[config.mk]
export PLATFORM = sky130hd
export DESIGN_NAME = answer_judge
export DESIGN_NICKNAME = d
export VERILOG_FILES = /design/src/rtl/answer_judge.sv
export SDC_FILE = /design/constraint.sdc
export NUM_CORES = 1
export LEC_CHECK = 0
export CORE_AREA = 2 2 83 61
export CTS_BUF_LIST = sky130_fd_sc_hd__clkbuf_16
export CTS_CLUSTER_DIAMETER = 80
export DETAILED_ROUTE_END_ITERATION = 6
export DIE_AREA = 0 0 85 63
export PLACE_DENSITY = 0.78
export SLEW_MARGIN = 10
export SYNTH_ARGS = -nofsm -noshare
export SYNTH_HDL_FRONTEND = slang
export SYNTH_SLANG_ARGS = --single-unit
[constraint.sdc]
create_clock -name CLK -period 7.9 [get_ports CLK]
set_input_delay 1.58 -clock CLK [delete_from_list [all_inputs] [get_ports CLK]]
set_output_delay 1.58 -clock CLK [all_outputs]
set_load 0.05 [all_outputs]
[src/rtl/answer_judge.sv]
// Local answer checker: validates a submitted factor against the current question
// with a sequential restoring remainder and merges the result with the opponent's solve pulse.
module answer_judge (
    input  logic       CLK,
    input  logic       RST,
    input  logic [3:0] STATE,
    input  logic [7:0] Q,
    input  logic [7:0] ANS,
    input  logic       SUBMIT,
    input  logic       OPP_OK,
    output logic [1:0] JUDG_OUT,
    output logic [1:0] WRONG_OUT,
    output logic       BUSY,
    output logic [3:0] MISS_CNT
);

    localparam logic [3:0] ST_READY    = 4'b0010;
    localparam logic [3:0] ST_QUESTION = 4'b0011;
    localparam logic [3:0] ST_INPUT    = 4'b0100;
    localparam logic [3:0] ST_WRONG    = 4'b0111;

    typedef enum logic [1:0] {S_IDLE, S_DIV, S_VERD} fsm_t;

    fsm_t       fsm, nxt;
    logic [7:0] a, q;
    logic [8:0] r, r_sh, r_nx;
    logic [2:0] k;
    logic       triv, wrong;
    logic       accept, abort, do_verd, opp_hit;
    logic [1:0] judg_nx, wrong_nx;
    logic [3:0] miss_nx;

    assign accept  = (fsm == S_IDLE) && SUBMIT && (STATE == ST_INPUT) && (WRONG_OUT != 2'b01);
    assign abort   = (STATE == ST_READY) || ((STATE == ST_QUESTION) && (fsm != S_IDLE));
    assign do_verd = (fsm == S_VERD) && !abort;
    assign opp_hit = OPP_OK && ((STATE == ST_QUESTION) || (STATE == ST_INPUT));

    // One restoring-remainder step: shift in the next dividend bit, subtract if it fits.
    always_comb begin
        r_sh = {r[7:0], q[k]};
        r_nx = (r_sh >= {1'b0, a}) ? (r_sh - {1'b0, a}) : r_sh;
    end

    always_ff @(posedge CLK) begin
        if (RST) begin
            fsm       <= S_IDLE;
            BUSY      <= 1'b0;
            JUDG_OUT  <= 2'b00;
            WRONG_OUT <= 2'b00;
            MISS_CNT  <= 4'd0;
        end else begin
            fsm       <= nxt;
            BUSY      <= (nxt != S_IDLE);
            JUDG_OUT  <= judg_nx;
            WRONG_OUT <= wrong_nx;
            MISS_CNT  <= miss_nx;
        end
    end

    always_comb begin
        nxt = fsm;
        case (fsm)
            S_IDLE: if (accept) nxt = S_DIV;
            S_DIV:  if (triv || (k == 3'd0)) nxt = S_VERD;
            S_VERD: nxt = S_IDLE;
            default: nxt = S_IDLE;
        endcase
        if (abort) nxt = S_IDLE;
    end

    always_comb begin
        judg_nx  = JUDG_OUT;
        wrong_nx = WRONG_OUT;
        miss_nx  = MISS_CNT;
        if (opp_hit && (JUDG_OUT == 2'b00)) judg_nx = 2'b10;
        // Drop a stale wrong verdict so returning to INPUT doesn't re-trigger WRONG.
        if ((STATE == ST_WRONG) && (WRONG_OUT == 2'b11)) wrong_nx = 2'b00;
        if (do_verd) begin
            if (wrong) begin
                wrong_nx = 2'b11;
                if (MISS_CNT != 4'd15) miss_nx = MISS_CNT + 4'd1;
            end else begin
                wrong_nx = 2'b01;
                if (JUDG_OUT == 2'b00) judg_nx = opp_hit ? 2'b11 : 2'b01;
            end
        end
        if (STATE == ST_READY) begin
            judg_nx  = 2'b00;
            wrong_nx = 2'b00;
            miss_nx  = 4'd0;
        end
    end

    // Trivial rejects are flagged at capture and resolved on the first DIV cycle,
    // so both paths share the same state sequence.
    always_ff @(posedge CLK) begin
        if (RST) begin
            a     <= 8'd0;
            q     <= 8'd0;
            r     <= 9'd0;
            k     <= 3'd0;
            triv  <= 1'b0;
            wrong <= 1'b0;
        end else if (accept) begin
            a    <= ANS;
            q    <= Q;
            r    <= 9'd0;
            k    <= 3'd7;
            triv <= (ANS < 8'd2) || (ANS >= Q);
        end else if (fsm == S_DIV) begin
            if (triv) begin
                wrong <= 1'b1;
            end else begin
                r <= r_nx;
                k <= k - 3'd1;
                if (k == 3'd0) wrong <= (r_nx != 9'd0);
            end
        end
    end

endmodule

==> flow_summary.ini, run 1 <==
[detailed_routing]
drt-initial-drc-count = 131
drcViolationCount = 0
firstDrtPassIters = 4
ant_nets = 0
vias_per_cell = 5.672
route.vias.total = 2144
wl_per_cell_um = 14.04
drt_wl_total_um = 5306

[die]
die_h_um = 63
die_w_um = 85
core-area_um2 = 4598
io_pins = 33
die_area_um2 = 5355
initial_utilization_pct = 52.87
num_rows = 21

[timing]
max_freq_ghz = 0.2939
min_period_ns = 3.402
tns_ns = 0
worst_slew_pin_slew_ns = 1.011
whs_ns = 0.4848
setup_viol = 0
post-route-period-util_pct = 43.07
rsz0062_at_grt = no
fin_skew_ns = 0.002168
relSlewSlack_pct = 32.32
finalHoldViolations = 0
slew_viol_final = 0

[setup_path]
crit_type = in -> reg
slowest_stage = clkdlybuf4s50_1
required_ns = 8.06
path_cells = clkdlybuf4s50_1 > inv_1 > o21ai_1 > a211oi_1 > or2_2
r2r-end = wrong
start_kind = input port
slowest_delay_ns = 0.97
r2r-start = k[0]
worstPathArrival_ns = 3.57
r2r_slack_ns = 4.82
end_kind = flop
r2r_cells = 10
path_max_fanout = 22
crit_start = RST

[placed_design]
io_buffers = 32
gp_congestion = 0.8999
post_dp_cell_area_um2 = 2778
post-dp-hpwl_um = 3969

[logic_synthesis]
synth_compound_gate_area_share_pct = 17.19
synth-seq-cells = 40
synth-simple-area-share_pct = 21.46
synthXorXnorAreaFrac_pct = 3.963
synth_area_um2 = 2431
yosys_warnings = 0
yosysSeqAreaShare_pct = 32.94
synthCells = 291
synth_top_area_cell = dfxtp_1
synth_top_area_share_pct = 32.94
synth_cell_type_count = 48
synth.mux.area_fraction_pct = 7.205
ys_async_sr_fraction_pct = 0
synth_top_family_by_area = simple AND/OR/NAND/NOR gates
syn-num-nets = 336
synth_most_common_cell = nor2_1
synth.avg_cell_area_um2 = 8.354
yosys-top-cells-count = nor2_1 (49), dfxtp_1 (40), a21oi_1 (25)
synth_area_leaders = dfxtp_1 (33%), ha_1 (10%), nor2_1 (7.6%)
synthAdderAreaFrac_pct = 11.12
synth-edff-count = 0
synth_flop_cell = dfxtp_1

[power]
powerDensity_nw_per_um2 = 166.2
peakVddDrop_mv = 0.1433
power_uw = 488.8
leakage_nw = 1.219

[cts]
cts_sinks = 40
cts_resized = 0
cts_buffers = 5
cts.path.max_buffers = 2
cts_tree = built
clk_pin_slew_ns = 0.06
root_buffer = clkbuf_16
h-tree-depth = 2
clk_latency_ns = 0.28
cts_setup_buffers = 0
ctsHoldBuffers = 0

[min_path]
hold_path_depth = 2
min_to = q[5]
hold_class = reg -> reg
min_from = q[5]

[global_routing]
grt_pass1_wl_um = 8914
grt_pass1_vias = 1956
gr-total-overflow = 0
grt_usage_pct = 20.74
antenna_found_initial = 0
grt_max_degree = 32

[final_layout]
antenna_cells = 0
drive_gt1_share_pct = 6.854
final_core_utilization_pct = 63.97
area_growth_pct = 21.00
final_area_um2 = 2942
nNetsFinal = 365

[run_status]
outcome = complete, no violations

[flow_run]
max_cap_viol_count = 0
==> cells in the final DEF (no fill, tap or decap), types with 4 or more instances in the layout <==
master / instances
nor2_1: 49
dfxtp_1: 40
clkdlybuf4s50_1: 32
inv_1: 25
a21oi_1: 25
ha_1: 20
nand2_1: 16
mux2i_1: 13
nand3_1: 9
xnor2_1: 7
o21ai_0: 6
nor3_1: 5
a211oi_1: 5
nor4_1: 5
clkbuf_16: 5
xor2_1: 4
o21a_1: 4
o31ai_1: 4
==> area by class of cell <==
| type | count | area [um2] |
|---|---|---|
| clock buffer | 5 | 125.1 |
| sequential | 40 | 800.8 |
| tap | 57 | 71.32 |
| clock inverter | 3 | 38.79 |
| fill | 360 | 1657 |
| timing repair buffer | 33 | 327.8 |
| inverter | 24 | 90.09 |
| multi-input combinational | 216 | 1488 |
==> worst max-delay path by stage <==
stage	endpoint	slack, ns	cells after the start
floorplan	triv	4.97	8
global placement	BUSY	4.28	5
detailed placement	BUSY	4.23	5
CTS	BUSY	4.49	5
global route	r[0]	4.32	8
finish	BUSY	4.50	5
==> routing by layer <==
| layer | part of all wire, % | vias up | track usage (%) |
|---|---|---|---|
| li1 | - | 1081 | - |
| met1 | 49 | 1021 | 29.72 |
| met2 | 45 | 32 | 29.98 |
| met3 | 4.0 | 10 | 5.680 |
| met4 | 2.0 | 0 | 6.746 |
| met5 | 0 | - | 0 |
==> worst max-delay path: cells and delay by family <==
kind | cells | cell delay [ns]
AOI/OAI and AO/OA | 2 | 0.52
buffers and inverters | 2 | 1.14
and+or+nand+nor | 1 | 0.31
==> report_power, final <==
part / total (mW) / switching (mW) / internal [mW]
Sequential: 0.207 / 0.00230 / 0.204
Clock: 0.221 / 0.0740 / 0.147
Combinational: 0.0611 / 0.0315 / 0.0296
Total: 0.489 / 0.108 / 0.381
==> flip-flops by register name, indices dropped and copies added (netlist names), named ones only <==
name / flops
fsm: 2
triv: 1
BUSY: 1
q: 8
a: 8
WRONG_OUT: 2
JUDG_OUT: 1
wrong: 1
r: 8
k: 3
MISS_CNT: 4
==> through the flow <==
step / cells / setup slack (ns)
2_1_floorplan: 291 / 4.971
3_3_place_gp: 370 / 4.278
3_5_place_dp: 370 / 4.231
4_1_cts: 378 / 4.491
5_1_grt: 378 / 4.319
6_report: 378 / 4.498
==> kinds of logic after synthesis <==
kind of cell / count (synthesis)
flip-flops: 40
multiplexers: 15
AO/OA/AOI/OAI: 62
adder cells (fa/ha/maj): 21
AND/OR/NAND/NOR: 107
buffers and inverters: 35
XOR/XNOR: 11
(Power assumes the default switching activity.)
==> run 2: changes to the inputs <==
--- a/config.mk
+++ b/config.mk
@@ -5,12 +5,12 @@
 export SDC_FILE = /design/constraint.sdc
 export NUM_CORES = 1
 export LEC_CHECK = 0
-export CORE_AREA = 2 2 83 61
+export CORE_AREA = 2 2 87 64
 export CTS_BUF_LIST = sky130_fd_sc_hd__clkbuf_16
 export CTS_CLUSTER_DIAMETER = 80
 export DETAILED_ROUTE_END_ITERATION = 6
-export DIE_AREA = 0 0 85 63
-export PLACE_DENSITY = 0.78
+export DIE_AREA = 0 0 89 66
+export PLACE_DENSITY = 0.75
 export SLEW_MARGIN = 10
 export SYNTH_ARGS = -nofsm -noshare
 export SYNTH_HDL_FRONTEND = slang
==> constraint.sdc (replaced) <==
create_clock -name CLK -period 2.85 [get_ports CLK]
set_input_delay 0.57 -clock CLK [delete_from_list [all_inputs] [get_ports CLK]]
set_output_delay 0.57 -clock CLK [all_outputs]
set_load 0.05 [all_outputs]
==> run 2 against run 1 <==
  * Register-to-register slack worse by 4.6 ns
  * Global-route usage grew 1.5 points
  * Sequential share of layout area shrank 0.79 points
  * Via count grew 2.0%
  * Die area up 9.7%
  * Final cell count is 5.8% higher
  * Non-clock buffer count up 7
  * Critical endpoint is now wrong
  * Highest routed layer unchanged
==> flow_summary.ini, run 2 (synthesized netlist as in run 1, its figures left out) <==
[timing]
max_freq_ghz = 0.3832
min_period_ns = 2.610
relSlewSlack_pct = 62.48
setup_viol = 0
worst_slew_pin_slew_ns = 0.5615
fin_skew_ns = 0.005530
tns_ns = 0
finalHoldViolations = 0
fin_ws_ns = 0.2403
rsz0062_at_grt = no
whs_ns = 0.5032
post-route-period-util_pct = 91.57
slew_viol_final = 0

[detailed_routing]
drt-initial-drc-count = 113
wl_per_cell_um = 14.32
ant_nets = 0
drt_wl_total_um = 5728
route.vias.total = 2187
drcViolationCount = 0
vias_per_cell = 5.468
firstDrtPassIters = 4

[power]
clkPwrFrac_pct = 46.4
seq_power_share_pct = 40.8
leakage_nw = 1.247
p_int_mw = 1.071
powerDensity_nw_per_um2 = 463.1
power_mw = 1.405
p_switching_uw = 334.0
swShare_pct = 23.77
power_frac_comb_pct = 12.9
peakVddDrop_mv = 0.2161

[flow_run]
max_cap_viol_count = 0

[global_routing]
antenna_found_initial = 0
grt_pass1_vias = 2134
grt_usage_pct = 22.27
grt_pass1_wl_um = 10160
gr-total-overflow = 0
grt_max_degree = 31

[run_status]
outcome = complete, no violations

[placed_design]
dp.cells = 392
gp_congestion = 0.9481
io_buffers = 32
post_dp_cell_area_um2 = 2849
post-dp-hpwl_um = 4415
dp_slack_ns = 0.08266

[final_layout]
final_area_um2 = 3034
mostFrequentLayoutCell = nor2_1
reg_top3 = a (8), q (8), r (8)
instances_no_fill = 400
area_growth_pct = 24.81
drive_gt1_share_pct = 9.756
nNetsFinal = 372
final_core_utilization_pct = 59.91
final_cell_mix = nor2_1 (49), dfxtp_1 (39), clkdlybuf4s50_1 (32), a21oi_1 (25), inv_1 (24)
antenna_cells = 0

[die]
die_w_um = 89
die_h_um = 66
io_pins = 33
core-area_um2 = 5065
initial_utilization_pct = 48.00
num_rows = 22
die_area_um2 = 5874

[setup_path]
required_ns = 3.02
path_max_fanout = 4
start_kind = flop
worstPathArrival_ns = 2.77
crit_type = reg -> reg
end_kind = flop

[cts]
cts_buffers = 5
clk_pin_slew_ns = 0.06
ctsHoldBuffers = 0
cts_resized = 0
cts_setup_buffers = 0
h-tree-depth = 2
cts_tree = built
cts_sinks = 40
root_buffer = clkbuf_16
cts.path.max_buffers = 2
clk_latency_ns = 0.28

[min_path]
hold_class = reg -> reg
==> run 2: area by class of cell <==
type	instances	area (um2)
Timing Repair Buffer	40	380.4
Clock inverter	3	46.29
Clock buffer	5	125.1
Inverter	24	90.09
Multi-Input combinational cell	216	1500
Tap cell	72	90.09
Sequential cell	40	802.0
Fill cell	462	2031
==> run 2: critical path, cell delays in order (launching register included) <==
cell and delay, ns:
dfxtp_2 0.38, mux4_2 0.53, mux2i_4 0.18, ha_1 0.18
fa_1 0.18, nor2b_1 0.07, o31a_1 0.30, o31ai_1 0.26
nor3b_1 0.08, nor4_1 0.22, a21oi_1 0.10
==> run 2: worst paths after layout <==
| kind | end | cells after the start | from | slack, ns |
|---|---|---|---|---|
| setup / recovery | wrong | 10 | k[0] | 0.24 |
| hold reg to reg | a[4] | 2 | a[4] | 0.50 |
| setup reg to reg | wrong | 10 | k[0] | 0.24 |
| hold / removal | a[4] | 2 | a[4] | 0.50 |
==> run 2: power by group through the flow <==
stage	Sequential, mW	Combinational [mW]	Clock [mW]
final	0.573	0.181	0.651
after global routing	0.573	0.201	0.684
after CTS	0.572	0.179	0.659
after detailed placement	0.585	0.177	0
after global placement	0.585	0.176	0
after floorplan	0.586	0.106	0
==> run 2: per-layer routing <==
| layer | vias up | global-route usage (%) | wire (um) | part of all wire (%) |
|---|---|---|---|---|
| met5 | - | 0 | 0 | 0 |
| met4 | 0 | 3.918 | 34 | 0.59 |
| met3 | 6 | 5.868 | 307 | 5.4 |
| met2 | 53 | 33.40 | 2430 | 42 |
| met1 | 1032 | 32.41 | 2955 | 52 |
| li1 | 1096 | - | - | - |
==> run 3: changes to the inputs <==
--- a/config.mk
+++ b/config.mk
@@ -5,12 +5,14 @@
 export SDC_FILE = /design/constraint.sdc
 export NUM_CORES = 1
 export LEC_CHECK = 0
-export CORE_AREA = 2 2 87 64
+export CELL_PAD_IN_SITES_DETAIL_PLACEMENT = 1
+export CELL_PAD_IN_SITES_GLOBAL_PLACEMENT = 2
+export CORE_AREA = 2 2 111 81
 export CTS_BUF_LIST = sky130_fd_sc_hd__clkbuf_16
 export CTS_CLUSTER_DIAMETER = 80
 export DETAILED_ROUTE_END_ITERATION = 6
-export DIE_AREA = 0 0 89 66
-export PLACE_DENSITY = 0.75
+export DIE_AREA = 0 0 113 83
+export PLACE_DENSITY_LB_ADDON = 0.1
 export SLEW_MARGIN = 10
 export SYNTH_ARGS = -nofsm -noshare
 export SYNTH_HDL_FRONTEND = slang
==> run 3 against run 2 <==
  * The run now ends with design-rule violations left
  * Sequential power about the same
  * Die area up 60%
  * Sequential share of layout area fell by 0.62 points
  * Largest cell class unchanged
==> flow_summary.ini, run 3 (synthesized netlist as in run 1, its figures left out) <==
[run_status]
outcome = complete, but fails checks
violations = design-rule violations

[setup_path]
path_max_fanout = 4
path_cells = mux4_2 > mux2i_4 > ha_1 > fa_1 > nor2b_1 > o31a_1 > o31ai_2 > nor3b_1 > nor4_1 > a21oi_1
path_delay_family = multiplexers
crit_type = reg -> reg
end_kind = flop
r2r_slack_ns = 0.19
r2r_cells = 10
worstPathArrival_ns = 2.83
required_ns = 3.02
slowest_delay_ns = 0.54
crit_buf_inv = 0
slowest_stage = mux4_2
r2r-end = wrong
start_kind = flop
r2r-start = k[0]

[placed_design]
post_dp_cell_area_um2 = 2910
io_buffers = 32
gp_congestion = 0.7758
post-dp-hpwl_um = 5287

[final_layout]
regArea_um2 = 802.0
reg_top3 = a (8), q (8), r (8)
nNetsFinal = 373
antenna_cells = 0
multi_input_area_um2 = 1511
area_growth_pct = 27.79
final_area_um2 = 3107
mostFrequentLayoutCell = nor2_1
drive_gt1_share_pct = 10.64
final_cell_mix = nor2_1 (49), dfxtp_1 (39), clkdlybuf4s50_1 (32), a21oi_1 (25), inv_1 (24)
nFillCells = 976

[cts]
h-tree-depth = 2
clk_pin_slew_ns = 0.06
clk_latency_ns = 0.29
cts.path.max_buffers = 2
root_buffer = clkbuf_16
cts_buffers = 5
cts_tree = built
cts_sinks = 40

[timing]
min_period_ns = 2.656
slew_viol_final = 0
rsz0062_at_grt = no
relSlewSlack_pct = 64.48
fin_skew_ns = 0.009004
max_freq_ghz = 0.3765
finalHoldViolations = 0
worst_slew_pin_slew_ns = 0.5283
post-route-period-util_pct = 93.20
tns_ns = 0
setup_viol = 0

[power]
powerDensity_nw_per_um2 = 458.6
leakage_nw = 1.259
peakVddDrop_mv = 0.2098

[die]
io_pins = 33
initial_utilization_pct = 29.40
die_w_um = 113
die_area_um2 = 9379
num_rows = 28
die_h_um = 83
core-area_um2 = 8268

[detailed_routing]
drt_wl_total_um = 6676
drt-initial-drc-count = 81
ant_nets = 0
firstDrtPassIters = 6
drcViolationCount = 1
vias_per_cell = 4.876
route.vias.total = 2116
wl_per_cell_um = 15.38

[global_routing]
antenna_found_initial = 0
grt_usage_pct = 15.09
gr-total-overflow = 0
grt_pass1_vias = 2205
grt_max_degree = 28
grt_pass1_wl_um = 11240

[min_path]
hold_path_depth = 2
hold_class = reg -> reg
min_from = a[4]
min_to = a[4]

[flow_run]
max_cap_viol_count = 0
run 3: power breakdown:
group          switching, mW  internal (mW)
clock network          0.246          0.416
registers            0.00632          0.566
logic                 0.0979         0.0926
run 3: metrics by stage:
step	std cells	hold slack [ns]	total power, mW	worst slack [ns]	util [%]
floorplan	291	0.4490	0.6916	0.2395	-
global placement	426	0.4766	0.7731	0.08948	35.20
detailed placement	426	0.4883	0.7736	0.02038	35.20
CTS	434	0.5028	1.444	0.03847	37.32
global route	434	0.5227	1.488	0.01186	37.58
finish	434	0.4977	1.425	0.1938	37.58
run 3: how the worst max path moves through the flow:
stage	startpoint	cells past startpoint	endpoint
6_report	k[0]	10	wrong
5_1_grt	k[0]	11	wrong
4_1_cts	k[0]	10	wrong
3_5_place_dp	k[0]	10	wrong
3_3_place_gp	k[0]	10	wrong
2_1_floorplan	k[0]	10	wrong
run 3: layer usage:
metal	routed length [um]	vias to the layer above	GRT usage [%]
met5	0	-	0
met4	68	0	3.326
met3	196	8	3.285
met2	2563	23	20.58
met1	3847	991	23.77
li1	-	1094	-
run 3: area by class of cell:
class	count	area share (%)
multi-input combinational	216	48.65
timing repair buffer	41	12.89
sequential	40	25.82
tap	105	4.229
clock inverter	3	1.490
inverter	24	2.900
clock buffer	5	4.027
run 3: worst reg2reg max path, cell delays in order, from the launching register on:
cell and delay (ns):
dfxtp_2 0.38, mux4_2 0.54, mux2i_4 0.19, ha_1 0.19
fa_1 0.21, nor2b_1 0.07, o31a_1 0.30, o31ai_2 0.23
nor3b_1 0.07, nor4_1 0.27, a21oi_1 0.09
run 3: repair_timing:
action | CTS | global route
setup endpoints to repair | 1 | 3
gates resized for setup | 1 | 4
setup buffers | 0 | 0
hold buffers | 0 | 0
==> variant 1 (config.mk and constraints of run 3) <==
Register the output `JUDG_OUT` once more, cleared by the reset; this adds one clock of latency there. The other outputs are not delayed to match.
--- a/src/rtl/answer_judge.sv
+++ b/src/rtl/answer_judge.sv
@@ -20,6 +20,8 @@
     localparam logic [3:0] ST_WRONG    = 4'b0111;
 
     typedef enum logic [1:0] {S_IDLE, S_DIV, S_VERD} fsm_t;
+
+    logic [1:0] JUDG_OUT_s0;
 
     fsm_t       fsm, nxt;
     logic [7:0] a, q;
@@ -45,13 +47,13 @@
         if (RST) begin
             fsm       <= S_IDLE;
             BUSY      <= 1'b0;
-            JUDG_OUT  <= 2'b00;
+            JUDG_OUT_s0 <= 2'b00;
             WRONG_OUT <= 2'b00;
             MISS_CNT  <= 4'd0;
         end else begin
             fsm       <= nxt;
             BUSY      <= (nxt != S_IDLE);
-            JUDG_OUT  <= judg_nx;
+            JUDG_OUT_s0 <= judg_nx;
             WRONG_OUT <= wrong_nx;
             MISS_CNT  <= miss_nx;
         end
@@ -69,10 +71,10 @@
     end
 
     always_comb begin
-        judg_nx  = JUDG_OUT;
+        judg_nx  = JUDG_OUT_s0;
         wrong_nx = WRONG_OUT;
         miss_nx  = MISS_CNT;
-        if (opp_hit && (JUDG_OUT == 2'b00)) judg_nx = 2'b10;
+        if (opp_hit && (JUDG_OUT_s0 == 2'b00)) judg_nx = 2'b10;
         // Drop a stale wrong verdict so returning to INPUT doesn't re-trigger WRONG.
         if ((STATE == ST_WRONG) && (WRONG_OUT == 2'b11)) wrong_nx = 2'b00;
         if (do_verd) begin
@@ -81,7 +83,7 @@
                 if (MISS_CNT != 4'd15) miss_nx = MISS_CNT + 4'd1;
             end else begin
                 wrong_nx = 2'b01;
-                if (JUDG_OUT == 2'b00) judg_nx = opp_hit ? 2'b11 : 2'b01;
+                if (JUDG_OUT_s0 == 2'b00) judg_nx = opp_hit ? 2'b11 : 2'b01;
             end
         end
         if (STATE == ST_READY) begin
@@ -118,5 +120,13 @@
         end
     end
 
+    always_ff @(posedge CLK) begin
+        if (RST) begin
+            JUDG_OUT <= '0;
+        end else begin
+            JUDG_OUT <= JUDG_OUT_s0;
+        end
+    end
+
 endmodule
 
Behaviour: not the same (a bounded check fails within 4 cycles, from zero or initial values and one cycle with RST high).
==> variant 1 against run 3 <==
  * Routed wire length grew 3.6%
  * First-iteration DRC count up 19%
  * Hold slack worse by 2.9 ps
  * Synthesized cell count is 1.4% higher
  * Global-route usage up 0.68 points
  * Cell area grew 1.2%
  * The flow still finishes with violations (design-rule violations)
  * Area after synthesis rose by 2.2%
  * Highest routed layer unchanged
  * Sequential cell count up 2
  * Total power fell by 4.4%
  * Worst setup slack got worse by 25 ps
  * Non-clock buffer count increased by 1
==> variant 1: results (changes against run 3) <==
- Fmax: 373.0 MHz (-0.92%)
- Sorting the synthesized cells by how often they occur yields 49 x sky130_fd_sc_hd__nor2_1, 42 x sky130_fd_sc_hd__dfxtp_1, 25 x sky130_fd_sc_hd__a21oi_1, 24 x sky130_fd_sc_hd__inv_1, 20 x sky130_fd_sc_hd__ha_1.
* Ranking of synthesized cells by area: sky130_fd_sc_hd__dfxtp_1 34%, sky130_fd_sc_hd__ha_1 10%, sky130_fd_sc_hd__nor2_1 7.4%
- The arrival time at the worst endpoint is 2850 ps (+20 ps).
- Sum of net half-perimeters after detailed placement: 5385 µm (+1.8%)
* Pin count of the biggest net entering global routing: 24 (-14%)
- The post-placement worst setup slack was -51.78 ps (-72.16 ps).
- The share of synthesized area occupied by flip-flops and latches is 33.85% (+0.92 points).
- Total routing resource utilization after global routing: 15.77% (+0.68 points)
* Instance area after placement: 0.002970 mm² (+2.1%)
* Flip-flop and latch power: 0.000601 W (+5.1%)
- Status: finished, violations left
* Residual DRC: 1 (unchanged)
- Final worst clock skew: 6.177 ps (-2.826 ps)
* Count of mapped cells out of synthesis: 295 (+1.4%)
- The global-route wire length before repair was 11890 µm (+5.8%).
- The number of nets at the end of the flow came to 378 (+1.3%).
- Fraction of final layout cells sized beyond drive strength 1: 10.78% (+0.14 points)
- The total leakage power came to 1.272 nW (+1.1%).
- The placer's final routability congestion estimate is 0.8532 (+10%).
- The non-filler instance count after layout is 439 (+1.2%).
- Number of cells upsized or downsized after cts: 2 (+1)
- Via count of the first global-routing pass: 2289 (+3.8%)
- The net switching share of the total power was 25.71% (+1.2 points).
* Clock network fraction of total power: 42.0% (-4.4 points)
* Routed len/inst: 15.76 µm (+2.4%)
- The final setup slack of the worst path was 169.2 ps (-24.63 ps).
* Failing checks: design-rule violations
- The count of fill cells added during filler insertion was 987 (+1.1%).
[variant 1: cell count changes after synthesis]
cell	before	now
sky130_fd_sc_hd__nor2b_1	1	3
sky130_fd_sc_hd__dfxtp_1	40	42
[variant 1: worst reg2reg max path: cells and delay by family (launching register included)]
family          cells  cell delay, ps
simple gates        3             520
mux                 2             730
compound gates      2             350
xor+xnor            1             190
fa+ha+maj           2             390
flops               1             380
[variant 1: metal layers]
metal	share of wire, %	wire, µm	track usage [%]
met1	55	3839	24.12
met3	4.9	336	3.431
met5	0	0	0
met4	0.55	38	2.993
met2	39	2704	22.59
[variant 1: final timing paths]
path | from | endpoint | slack [ps] | cells past startpoint
min | q[2]$_SDFFE_PP0P_ | q[2]$_SDFFE_PP0P_ | 490 | 2
min reg2reg | q[2]$_SDFFE_PP0P_ | q[2]$_SDFFE_PP0P_ | 490 | 2
max | k[0]$_SDFFE_PP0P_ | wrong$_SDFFE_PP0P_ | 170 | 10
max reg2reg | k[0]$_SDFFE_PP0P_ | wrong$_SDFFE_PP0P_ | 170 | 10
[variant 1: kinds of logic (layout without fill, tap and decap cells)]
group,count (synthesis),in the layout,share of synthesized area [%]
adder cells (fa/ha/maj),21,21,10.88
AND/OR/NAND/NOR,109,109,21.51
buffers and inverters,35,74,5.995
AO/OA/AOI/OAI,62,62,16.83
flip-flops,42,42,33.85
XOR/XNOR,11,11,3.879
multiplexers,15,15,7.053
[variant 1: cell type report]
type / instances / area [µm²] / area share [%]
multi-input combinational: 218 / 1525 / 48.53
sequential: 42 / 842.1 / 26.79
timing repair buffer: 42 / 407.9 / 12.98
tap: 105 / 131.4 / 4.180
clock buffer: 5 / 125.1 / 3.981
inverter: 24 / 90.09 / 2.866
clock inverter: 3 / 21.27 / 0.6768
==> variant 2 (settings of run 3) <==
Without the edit above. Re-encode `fsm_t` (3 states) as one-hot, 3 bits wide.
--- a/src/rtl/answer_judge.sv
+++ b/src/rtl/answer_judge.sv
@@ -19,7 +19,7 @@
     localparam logic [3:0] ST_INPUT    = 4'b0100;
     localparam logic [3:0] ST_WRONG    = 4'b0111;
 
-    typedef enum logic [1:0] {S_IDLE, S_DIV, S_VERD} fsm_t;
+    typedef enum logic [2:0] {S_IDLE = 3'b001, S_DIV = 3'b010, S_VERD = 3'b100} fsm_t;
 
     fsm_t       fsm, nxt;
     logic [7:0] a, q;
Check against the original RTL: same outputs for any inputs over 10 cycles, from zero or initial values and one cycle with RST high; not proved beyond that.
==> variant 2 against run 3 <==
  * The flow still finishes with violations (design-rule violations)
  * Routed wire length rose by 1.8%
  * Die area did not move
  * Total power fell by 2.9%
  * Worst setup slack got worse by 92 ps
  * Sequential share of layout area fell by 0.23 points
  * Cell area rose by 3.7%
  * Sequential power rose by 2%
  * Hold slack got worse by 42 ps
  * Clock skew barely moved
  * Area after synthesis rose by 3.1%
  * Sequential cell count rose by 1
  * Critical path type unchanged
  * Critical endpoint is now r[0]$_SDFFE_PP0P_
  * Largest cell class unchanged
  * Highest routed layer unchanged
==> variant 2: results (changes against run 3) <==
- The fraction of area in clock buffers and inverters is 5.163% (-0.35 points).
- The global-route wire length before repair is 11360 µm (+1.0%).
- The number of synthesized register bits came to 41 (+2.5%).
- Buffer count excluding the clock tree in the final layout: 45 (+9.8%)
- The worst hold path begins at a[7]$_SDFFE_PP0P_.
* Total area of multi-input combinational cells: 0.001593 mm² (+5.4%)
* Routed length on met2: 2798 µm (+9.2%)
- The highest cell delay on the worst timing path was 520 ps (-20 ps).
- Weighted congestion at the end of routability-driven global placement: 0.7351 (-5.2%)
* Post-Synthesis Net Count: 351 (+4.5%)
- The most critical setup path has its endpoint at r[0]$_SDFFE_PP0P_.
- Worst EP arrival: 2960 ps (+130 ps)
- Length of routed met3 wiring: 257 µm (+31%)
* Hold EP: a[7]$_SDFFE_PP0P_
- Origin of the worst setup path: k[1]$_SDFFE_PP0P_
- The count of unresolved DRC violations after routing came to 2 (+1).
- Met3 track utilization from global routing: 2.920% (-0.36 points)
* Met1 wire length: 3729 µm (-3.1%)
- Worst Hold Margin: 456.1 ps (-41.62 ps)
* Non-clock buffering overhead in the final layout: 12.97% (+0.078 points)
- The global-route met1 utilization was 23.58% (-0.19 points).
- The final reports fail on design-rule violations.
- Sum of net half-perimeters after detailed placement: 5354 µm (+1.3%)
- Worst reg2reg setup slack: 100 ps (-90 ps)
* Final worst clock skew: 9.042 ps (+0.03869 ps)
- The share of synthesized area occupied by flip-flops and latches is 32.73% (-0.20 points).
* Global-route met2 utilization: 20.85% (+0.27 points)
- The commonest cells after synthesis are 45 x sky130_fd_sc_hd__nand2_1, 41 x sky130_fd_sc_hd__dfxtp_1, 33 x sky130_fd_sc_hd__a21oi_1, 33 x sky130_fd_sc_hd__nor2_1, 24 x sky130_fd_sc_hd__inv_1.
- Routed wire length: 6798 µm (+1.8%)
- The total number of vias is 2217 (+4.8%).
* Pleak: 1.251 nW (-0.61%)
- Ranking of synthesized cells by area: sky130_fd_sc_hd__dfxtp_1 33%, sky130_fd_sc_hd__ha_1 10%, sky130_fd_sc_hd__nand2_1 6.7%
* Total routing resource utilization after global routing: 14.80% (-0.29 points)
* Rel. slew slack: 64.55% (+0.069 points)
- The fraction of final layout cells with drive strength greater than 1 came to 12.93% (+2.3 points).
- Share of cell area taken by flip-flops and latches: 25.58% (-0.23 points)
- Initial DRC Count: 68 (-16%)
- Status: finished, violations left
* CTS Root Buffer Type: sky130_fd_sc_hd__clkbuf_16
* Number of different library cells in the post-synthesis netlist: 52 (+8.3%)
* Peak supply drop: 0.2033 mV (-3.1%)
[variant 2: cell count changes after synthesis, moves of 5 or more]
cell / run 3 / this run
sky130_fd_sc_hd__nand3_1: 9 / 4
sky130_fd_sc_hd__nor2_1: 49 / 33
sky130_fd_sc_hd__nand2_1: 16 / 45
sky130_fd_sc_hd__a21oi_1: 25 / 33
sky130_fd_sc_hd__mux2i_1: 13 / 5
[variant 2: logic make-up after synthesis]
kind of cell | synth area share, %
simple gates | 21.31
compound gates | 21.31
flops | 32.73
buf+inv | 5.739
fa+ha+maj | 10.78
xor+xnor | 3.144
mux | 4.990
[variant 2: per-stage QoR]
| step | instances | setup TNS, ps | setup WS (ps) | util, % | total power (W) |
|---|---|---|---|---|---|
| 2_1_floorplan | 306 | 0 | 94.39 | - | 0.0006805 |
| 4_1_cts | 451 | 0 | 20.53 | 38.24 | 0.001397 |
| 3_3_place_gp | 443 | 0 | 33.30 | 36.14 | 0.0007486 |
| 6_report | 453 | 0 | 102.1 | 38.98 | 0.001384 |
| 5_1_grt | 453 | -8.897 | -5.861 | 38.98 | 0.001445 |
| 3_5_place_dp | 443 | -106.7 | -67.89 | 36.14 | 0.0007489 |
[variant 2: power by group]
group	internal [W]	switching, W	total (W)
Combinational	0.0000808	0.0000779	0.000159
Sequential	0.000577	0.00000398	0.000581
Clock	0.000410	0.000234	0.000644
Total	0.00107	0.000316	0.00138
[variant 2: what timing repair did]
item / CTS / global route
resized for setup: 3 / 7
hold buffers: 0 / 0
pin swaps: 0 / 6
endpoints found under the setup margin: 2 / 6
buffers inserted: 0 / 2
